===== src/rtl/aes_pkg.sv =====
// rtl/aes_pkg.sv - shared AES datapath widths and word-select helper
//
// Purpose : constants shared by the AES output path, plus the function that
//           picks one 32-bit word out of a 128-bit block (MSW first).
// Ports   : none (package).
package aes_pkg;

    localparam int AES_BLK_W         = 128;
    localparam int AES_WORD_W        = 32;
    localparam int AES_WORDS_PER_BLK = 4;
    localparam int AES_WIDX_W        = $clog2(AES_WORDS_PER_BLK);

    // Word 0 is the most significant word of the block.
    function automatic logic [AES_WORD_W-1:0] aes_word_sel(
        input logic [AES_BLK_W-1:0]  blk,
        input logic [AES_WIDX_W-1:0] idx
    );
        logic [AES_WORD_W-1:0] w;
        w = blk[31:0];
        case (idx)
            2'd0:    w = blk[127:96];
            2'd1:    w = blk[95:64];
            2'd2:    w = blk[63:32];
            default: w = blk[31:0];
        endcase
        return w;
    endfunction

endpackage


===== src/rtl/aes_blk_fifo.sv =====
// rtl/aes_blk_fifo.sv - DEPTH x 128-bit block FIFO with wrap-bit pointers
//
// Purpose : stores AES result blocks; head entry is presented combinationally.
// Ports   : clk, rst (async, active-high)
//           wr_en/wr_data   - write request; accepted if not full or if a
//                             pop happens in the same cycle
//           wr_drop         - write request was refused (FIFO full, no pop)
//           rd_en           - pop the head entry (ignored when empty)
//           rd_data         - head entry
//           full, empty     - status from registered pointers
//           level           - stored blocks, 0..DEPTH
module aes_blk_fifo
    import aes_pkg::*;
#(
    parameter int DEPTH = 16,
    parameter int CNT_W = $clog2(DEPTH) + 1
) (
    input  logic                 clk,
    input  logic                 rst,
    input  logic                 wr_en,
    input  logic [AES_BLK_W-1:0] wr_data,
    output logic                 wr_drop,
    input  logic                 rd_en,
    output logic [AES_BLK_W-1:0] rd_data,
    output logic                 full,
    output logic                 empty,
    output logic [CNT_W-1:0]     level
);

    localparam int PTR_W = CNT_W - 1;

    logic [CNT_W-1:0]     head_q, head_d;
    logic [CNT_W-1:0]     tail_q, tail_d;
    logic [AES_BLK_W-1:0] mem_q [DEPTH];
    logic                 wr_acc;
    logic                 rd_acc;

    // Top bit of each pointer is the wrap bit: equal indices with differing
    // wrap bits means full, fully equal means empty.
    assign empty   = (tail_q == head_q);
    assign full    = (tail_q[PTR_W-1:0] == head_q[PTR_W-1:0]) &&
                     (tail_q[PTR_W] != head_q[PTR_W]);
    assign level   = tail_q - head_q;
    assign rd_data = mem_q[head_q[PTR_W-1:0]];

    always_comb begin
        rd_acc  = rd_en && !empty;
        // A same-cycle pop frees the slot, so a write into a full FIFO is fine.
        wr_acc  = wr_en && (!full || rd_acc);
        wr_drop = wr_en && !wr_acc;
        head_d  = head_q + CNT_W'(rd_acc);
        tail_d  = tail_q + CNT_W'(wr_acc);
    end

    always_ff @(posedge clk or posedge rst) begin
        if (rst) begin
            head_q <= '0;
            tail_q <= '0;
        end else begin
            head_q <= head_d;
            tail_q <= tail_d;
        end
    end

    always_ff @(posedge clk) begin
        if (wr_acc) begin
            mem_q[tail_q[PTR_W-1:0]] <= wr_data;
        end
    end

endmodule


===== src/rtl/aes_out_serializer.sv =====
// rtl/aes_out_serializer.sv - AES block capture, 4-word serializer and issue credit
//
// Purpose : buffers AES-128 results and streams them as 32-bit words, MSW
//           first; tracks blocks in flight so the issuer never overruns the
//           FIFO (the AES pipeline cannot stall).
// Ports   : clk, rst (async, active-high)
//           issue_in, credit_ok        - issue pulse in / permission out
//           blk_valid, blk_data        - AES core result
//           m_valid, m_data, m_last, m_ready - word stream out
//           level                      - blocks held in the FIFO
//           overflow                   - sticky error flag
module aes_out_serializer
    import aes_pkg::*;
#(
    parameter int DEPTH = 16,
    parameter int CNT_W = $clog2(DEPTH) + 1
) (
    input  logic                  clk,
    input  logic                  rst,
    input  logic                  issue_in,
    output logic                  credit_ok,
    input  logic                  blk_valid,
    input  logic [AES_BLK_W-1:0]  blk_data,
    output logic                  m_valid,
    output logic [AES_WORD_W-1:0] m_data,
    output logic                  m_last,
    input  logic                  m_ready,
    output logic [CNT_W-1:0]      level,
    output logic                  overflow
);

    logic [AES_WIDX_W-1:0] widx_q, widx_d;
    logic [CNT_W-1:0]      outstanding_q, outstanding_d;
    logic                  overflow_q, overflow_d;

    logic [AES_BLK_W-1:0]  head_blk;
    logic                  fifo_full;
    logic                  fifo_empty;
    logic                  wr_drop;
    logic                  xfer;
    logic                  pop;
    logic                  issue_acc;

    aes_blk_fifo #(
        .DEPTH (DEPTH),
        .CNT_W (CNT_W)
    ) u_fifo (
        .clk     (clk),
        .rst     (rst),
        .wr_en   (blk_valid),
        .wr_data (blk_data),
        .wr_drop (wr_drop),
        .rd_en   (pop),
        .rd_data (head_blk),
        .full    (fifo_full),
        .empty   (fifo_empty),
        .level   (level)
    );

    // Credit depends only on registered state so the issuer sees no comb loop.
    assign credit_ok = (outstanding_q < CNT_W'(DEPTH));
    assign overflow  = overflow_q;

    always_comb begin
        m_valid   = !fifo_empty;
        m_data    = m_valid ? aes_word_sel(head_blk, widx_q) : '0;
        m_last    = m_valid && (widx_q == AES_WIDX_W'(AES_WORDS_PER_BLK - 1));
        xfer      = m_valid && m_ready;
        pop       = xfer && m_last;
        issue_acc = issue_in && credit_ok;

        widx_d = widx_q;
        if (xfer) begin
            widx_d = widx_q + AES_WIDX_W'(1);
        end

        outstanding_d = outstanding_q;
        if (issue_acc && !pop) begin
            outstanding_d = outstanding_q + CNT_W'(1);
        end else if (!issue_acc && pop && (outstanding_q != '0)) begin
            outstanding_d = outstanding_q - CNT_W'(1);
        end

        // Refused issue, dropped block, or a result nobody issued.
        overflow_d = overflow_q
                   | (issue_in && !credit_ok)
                   | wr_drop
                   | (blk_valid && (outstanding_q == '0));
    end

    always_ff @(posedge clk or posedge rst) begin
        if (rst) begin
            widx_q        <= '0;
            outstanding_q <= '0;
            overflow_q    <= 1'b0;
        end else begin
            widx_q        <= widx_d;
            outstanding_q <= outstanding_d;
            overflow_q    <= overflow_d;
        end
    end

endmodule

===== config.mk =====
export PLATFORM = sky130hd
export DESIGN_NAME = aes_out_serializer
export DESIGN_NICKNAME = d
export VERILOG_FILES = /design/src/rtl/aes_pkg.sv /design/src/rtl/aes_blk_fifo.sv /design/src/rtl/aes_out_serializer.sv
export SDC_FILE = /design/constraint.sdc
export NUM_CORES = 2
export LEC_CHECK = 0
export ABC_CLOCK_PERIOD_IN_PS = 12400
export BUFFER_PORTS_ARGS = -buffer_cell sky130_fd_sc_hd__buf_4
export CAP_MARGIN = 20
export CORE_MARGIN = 2
export CORE_UTILIZATION = 30
export DETAILED_ROUTE_END_ITERATION = 7
export GPL_ROUTABILITY_DRIVEN = 0
export PLACE_DENSITY_LB_ADDON = 0.3
export SLEW_MARGIN = 20
export SYNTH_ARGS = -nofsm -noshare
export SYNTH_HDL_FRONTEND = slang
export SYNTH_SLANG_ARGS = --single-unit

===== constraint.sdc =====
create_clock -name clk -period 12.4 [get_ports clk]
set_clock_uncertainty 0.15 [all_clocks]
set_input_delay 1.86 -clock clk [delete_from_list [all_inputs] [get_ports clk]]
set_output_delay 1.86 -clock clk [all_outputs]
set_load 0.005 [all_outputs]

# Word-level counts from Yosys, hierarchy flattened
# Memory sizes are Yosys's and may differ from the RTL's.
# Cells that the tools add are included.
[word_totals]
mem_bits_ro = 0
input_bits = 133
latchBits = 0
mem_bits_rw = 2048
regBits = 18
n_memories = 1
wordCells = 52
[op_classes]
shifts = 0
n_mul = 0
n_eq_ne = 6
n_addsub = 6
bitwise = 3
n_reduce_logical = 24
div = 0
n_lt_le_gt_ge = 1
n_mux = 6
[memory_table]
columns = ["memory", "words", "width", "rd", "rd_clocked_by_memory_dff", "wr", "line_no", "rtl"]
rows = [
  ["u_fifo.mem_q", 16, 128, 1, 0, 1, "aes_blk_fifo.sv:34", "logic [AES_BLK_W-1:0] mem_q [DEPTH];"],
]
[op_table]
columns = ["op", "count"]
rows = [
  ["$pmux 32 s3", 1],
  ["$mux 32", 1],
  ["$logic_and 1x1->1", 13],
  ["$add 5x1->5", 2],
  ["$mux 5", 2],
  ["$logic_not 1->1", 6],
  ["$add 5x1->5 const B", 1],
  ["$eq 5x5->1", 1],
  ["$logic_not 5->1", 1],
  ["$lt 5x5->1 const B", 1],
  ["$reduce_bool 5->1", 1],
  ["$sub 5x1->5 const B", 1],
  ["$sub 5x5->5", 1],
  ["$eq 2x2->1 const B", 2],
  ["$eq 4x4->1", 1],
  ["$or 1x1->1", 3],
  ["$add 2x1->2 const B", 1],
  ["$eq 2x1->1 const B", 1],
  ["$logic_not 2->1", 1],
  ["$mux 1", 2],
  ["$reduce_bool 2->1", 1],
  ["$logic_or 1x1->1", 1],
  ["$ne 1x1->1", 1],
]

# Longest topological paths before layout
[depth]
ltp_word = 11
ltp_mapped = 14
ltp_nobuf = 11

# Cells and area by module
# A second synthesis with hierarchy kept.
[hier_totals]
hier_cells = 3684
area_unflattened_um2 = 79686.4
[by_module_without_submodules]
columns = ["mod", "seq_area_each_um2", "cells_each", "n_inst", "area_per_inst_um2"]
rows = [
  ["aes_blk_fifo", 61749.2, 3484, 1, 78318.9],
  ["aes_out_serializer", 200.2, 200, 1, 1367.6],
]

# Least setup slack after synthesis
# OpenSTA, ideal clock, no wires.
[synth_timing]
kind = "input to register"
startpoint = "input port m_ready"
endpoint = "memory u_fifo.mem_q[3][0], enable pin"
setup_slack_ns = 0.364
t_arrival_ns = 11.115
required_time_ns = 11.478
path_stages = 4
path_cell_list = "nand2_1 > a31oi_1 > nand3_1 > nor3_1"
[synth_via]
elab_chain_len = 7
[synth_lines]
columns = ["item", "line_no", "rtl"]
rows = [
  ["start: declaration", "aes_out_serializer.sv:27", "input logic m_ready,"],
  ["$logic_and 1x1->1", "aes_out_serializer.sv:68", "xfer = m_valid && m_ready;"],
  ["$logic_and 1x1->1", "aes_out_serializer.sv:69", "pop = xfer && m_last;"],
  ["$logic_and 1x1->1", "aes_blk_fifo.sv:47", "rd_acc = rd_en && !empty;"],
  ["$logic_or 1x1->1", "aes_blk_fifo.sv:49", "wr_acc = wr_en && (!full || rd_acc);"],
  ["$logic_and 1x1->1", "aes_blk_fifo.sv:49", ""],
  ["$mux 1", "aes_blk_fifo.sv:66", "if (wr_acc) begin"],
  ["$mux 1 (not written as such)", "aes_blk_fifo.sv:67", "mem_q[tail_q[PTR_W-1:0]] <= wr_data;"],
  ["end: declaration", "aes_blk_fifo.sv:34", ""],
]
# No other way between the ends.

# Final worst setup path
[layout_timing]
startpoint = "register u_fifo.head_q[1]"
endpoint = "output port m_data[29]"
[layout_via]
elab_chain_len = 3
[layout_lines]
columns = ["item", "line_no", "rtl"]
rows = [
  ["start: declaration", "aes_blk_fifo.sv:32", "logic [CNT_W-1:0] head_q, head_d;"],
  ["start signal: assignment", "aes_blk_fifo.sv:57", "head_q <= '0;"],
  ["start signal: assignment", "aes_blk_fifo.sv:60", "head_q <= head_d;"],
  ["$mem_v2 16x128", "n/a", ""],
  ["$pmux 32 s3", "aes_pkg.sv:20", "case (idx)"],
  ["$mux 32 (*)", "aes_out_serializer.sv:66", "m_data = m_valid ? aes_word_sel(head_blk, widx_q) : '0;"],
  ["end: declaration", "aes_out_serializer.sv:25", "output logic [AES_WORD_W-1:0] m_data,"],
]
# Mark *: on every way between the ends. The rest lies on a longest branch, timed or not.

==> flow_metrics.tcl <==
set metrics [dict create \
    status "complete, no violations" \
    clockBufferDepth 3 \
    power_density_mw_per_mm2 227 \
    syn-num-nets 3923 \
    post-place-ws_ps 5260 \
    finalSetupTns_ps 0 \
    drc 0 \
    grt_usage_pct 16.1 \
    leakagePower_nw 29.1 \
    cap_viol_max_count 0 \
    drt_iter0_drc 3780 \
    startpoint_type "register" \
    cts_hold_buf 0 \
    crit_required_ps 10390 \
    ys_seq_elements 2066 \
    internal_power_w 0.0141 \
    clock_latency_ps 820 \
    maxSlewViolCount 0 \
    fin_util_pct 34.5 \
    num_vias 38911 \
    setup_ws_ps 4520 \
    synth_edf_count 2048 \
    combPwrFrac_pct 30.2 \
    crit_buf_inv 5 \
    port_buffers 173 \
    postSynthCellCount 3772 \
    slowest_delay_ps 740 \
    rsz0062_at_grt "false" \
    tightest_slew_ps 1160 \
    n_fill_cell 24663 \
    seq_area_sq_mm 0.0620 \
    die_x_um 519 \
    ys_async_sr_fraction_pct 0.871 \
    drtPass1Iterations 5 \
    cts_resized 0 \
    cts_setup_buffers 0 \
    switching_share_pct 32.0 \
    yosysUniqueCellTypes 47 \
    netlist_area_sq_mm 0.0797 \
    multi_input_area_sq_mm 0.0166 \
    grt_pass1_vias 40173 \
    grt_max_degree 108 \
    core_sq_mm 0.265 \
    peakVddDrop_mv 0.222 \
    viasPerCell 5.05 \
    p_switching_w 0.00664 \
    ys.flop_type "edfxtp_1" \
    critPathTopFamily "buffers and inverters" \
    period_needed_ps 7880 \
    postRouteAntennaNets 0 \
    synth.largest_area_cell "edfxtp_1" \
    crit_path_cell_trace "buf_4, buf_4, buf_4, buf_4, mux4_2, nand2_1, a32oi_1, nand2_1, a31oi_1, buf_4" \
    seqPwrFrac_pct 41.6 \
    num_io_pins 174 \
    slew_headroom_pct 22.8 \
    setup_viol 0 \
    worstSetupPathType "reg2out" \
    area_delta_synth_final_pct 14.6 \
    ys_seq_area_share_pct 77.7 \
    grt_pass1_wl_um 312000 \
    rows 189 \
    synth_warnings 0 \
    syn_avg_cell_area_sq_um 21.1 \
    wire_per_inst_um 28.7 \
    slowest_stage "dfrtp_4" \
    clkTransAtPathRegs_ps 60 \
    die_y_um 519 \
    design.die.area_sq_mm 0.270 \
    clock_sinks 2066 \
    drive_gt1_share_pct 23.9 \
    path_max_fanout 47 \
    htree_levels 4 \
    globalRouteOverflowTotal 0 \
    fmax_mhz 127 \
    cts_buffers 201 \
    layout.nets 4175 \
    timing.hold.ws_ps 333 \
    dp_hpwl_um 116000 \
    synth.area.top_cells "edfxtp_1, mux4_2, mux2i_1" \
    initial_core_util_pct 30.1 \
    routed_wl_um 221000 \
    cp-end-kind "primary output" \
    hold_violations 0 \
    synth_top_area_share_pct 77.2 \
    cp_common_cell "buf_4" \
    antenna_found_initial 43 \
    post-route-period-util_pct 63.6 \
    clkPwrFrac_pct 28.2 \
    hold_path.class "reg2reg" \
    cp.arrival_ps 5870 \
    root_buffer "clkbuf_16" \
    cts_tree "built" \
]
Yosys cell counts (20+ instances only):
cell type,count
a221oi_1,33
buf_2,48
a31oi_1,65
clkbuf_1,87
or2_2,20
edfxtp_1,2048
o22ai_1,34
mux2_2,36
a32oi_1,32
o21ai_0,26
nand2_1,201
a211oi_1,33
mux4_2,383
buf_4,24
a21oi_1,100
mux2i_1,320
a22oi_1,33
buf_6,34
nor2_1,82
cell type report:
| class | count | share of cell area [%] |
|---|---|---|
| Antenna cell | 4 | 0.0110 |
| Clock buffer | 257 | 5.87 |
| Clock inverter | 96 | 0.889 |
| Inverter | 16 | 0.0740 |
| Multi-Input combinational cell | 1481 | 18.2 |
| Sequential cell | 2066 | 67.9 |
| Tap cell | 3533 | 4.84 |
| Timing Repair Buffer | 258 | 2.29 |
worst min-delay path: cells and delay by family (launching register included):
| kind | cells | cell delay, ps |
|---|---|---|
| DFF | 1 | 340 |
| AOI/OAI and AO/OA | 2 | 100 |
sequential cells by signal, indices dropped and copies added, names as in the netlist:
| register | flops |
|---|---|
| u_fifo.head_q | 5 |
| overflow | 1 |
| u_fifo.tail_q | 5 |
| u_fifo.mem_q | 2048 |
| widx_q | 2 |
| outstanding_q | 5 |
per-layer routing:
| metal | wire length, um | global-route usage (%) | up-vias | part of all wire [%] |
|---|---|---|---|---|
| met5 | 152 | 0 | - | 0.069 |
| met4 | 3780 | 3.14 | 26 | 1.7 |
| met3 | 11400 | 2.74 | 287 | 5.1 |
| met2 | 112000 | 27.8 | 1104 | 51 |
| met1 | 93300 | 21.5 | 21355 | 42 |
| li1 | - | - | 16139 | - |
through the flow:
| step | total power, W | area, sq um | instances |
|---|---|---|---|
| final | 0.0207 | 91300 | 7711 |
| after global routing | 0.0216 | 91300 | 7708 |
| after CTS | 0.0210 | 91300 | 7707 |
| after detailed placement | 0.0152 | 85100 | 7354 |
| after global placement | 0.0152 | 85100 | 7353 |
| after floorplan | 0.0128 | 79700 | 3772 |
cell families (layout without fill, tap and decap cells):
group / Yosys count / after routing / synth area share [%]
mux: 740 / 740 / 15.4
flops: 2066 / 2066 / 77.7
buf+inv: 225 / 627 / 1.66
simple gates: 340 / 340 / 1.77
xor+xnor: 14 / 14 / 0.154
other cells: 0 / 4 / 0
compound gates: 369 / 369 / 3.01
fa+ha+maj: 18 / 18 / 0.301
power groups by stage:
stage | registers [W] | logic, W | clock network [W]
final | 0.00862 | 0.00625 | 0.00585
after floorplan | 0.00880 | 0.00400 | 0
after detailed placement | 0.00877 | 0.00641 | 0
after global routing | 0.00867 | 0.00666 | 0.00626
after CTS | 0.00862 | 0.00643 | 0.00597
after global placement | 0.00874 | 0.00641 | 0
worst paths after layout:
path | from | end | slack, ps | cells past startpoint
min in group asynchronous | rst | overflow$_DFF_PP0_ | 1060 | 2
worst min-delay path | overflow$_DFF_PP0_ | overflow$_DFF_PP0_ | 330 | 2
worst max register to register | u_fifo.head_q[1]$_DFF_PP0_ | u_fifo.mem_q[14][92]$_DFFE_PP_ | 6000 | 9
max in group asynchronous | rst | u_fifo.head_q[1]$_DFF_PP0_ | 10400 | 2
worst min register to register | overflow$_DFF_PP0_ | overflow$_DFF_PP0_ | 330 | 2
worst max-delay path | u_fifo.head_q[1]$_DFF_PP0_ | m_data[29] | 4520 | 10
cells in the final DEF, fill, tap and decap left out, types with 13 or more instances in the layout:
cell type	instances
clkbuf_1	49
a21oi_1	100
a32oi_1	32
inv_1	13
o21ai_0	26
mux4_2	383
or2_2	20
a31oi_1	65
clkbuf_16	205
mux2_2	36
dfrtp_1	15
clkinv_1	40
buf_4	246
mux2i_1	320
a221oi_1	33
o22ai_1	34
nor2_4	16
nand2_1	196
a22oi_1	33
ha_1	15
clkinv_2	33
nor2_1	66
edfxtp_1	2048
a211oi_1	33
(Power assumes the default switching activity.)
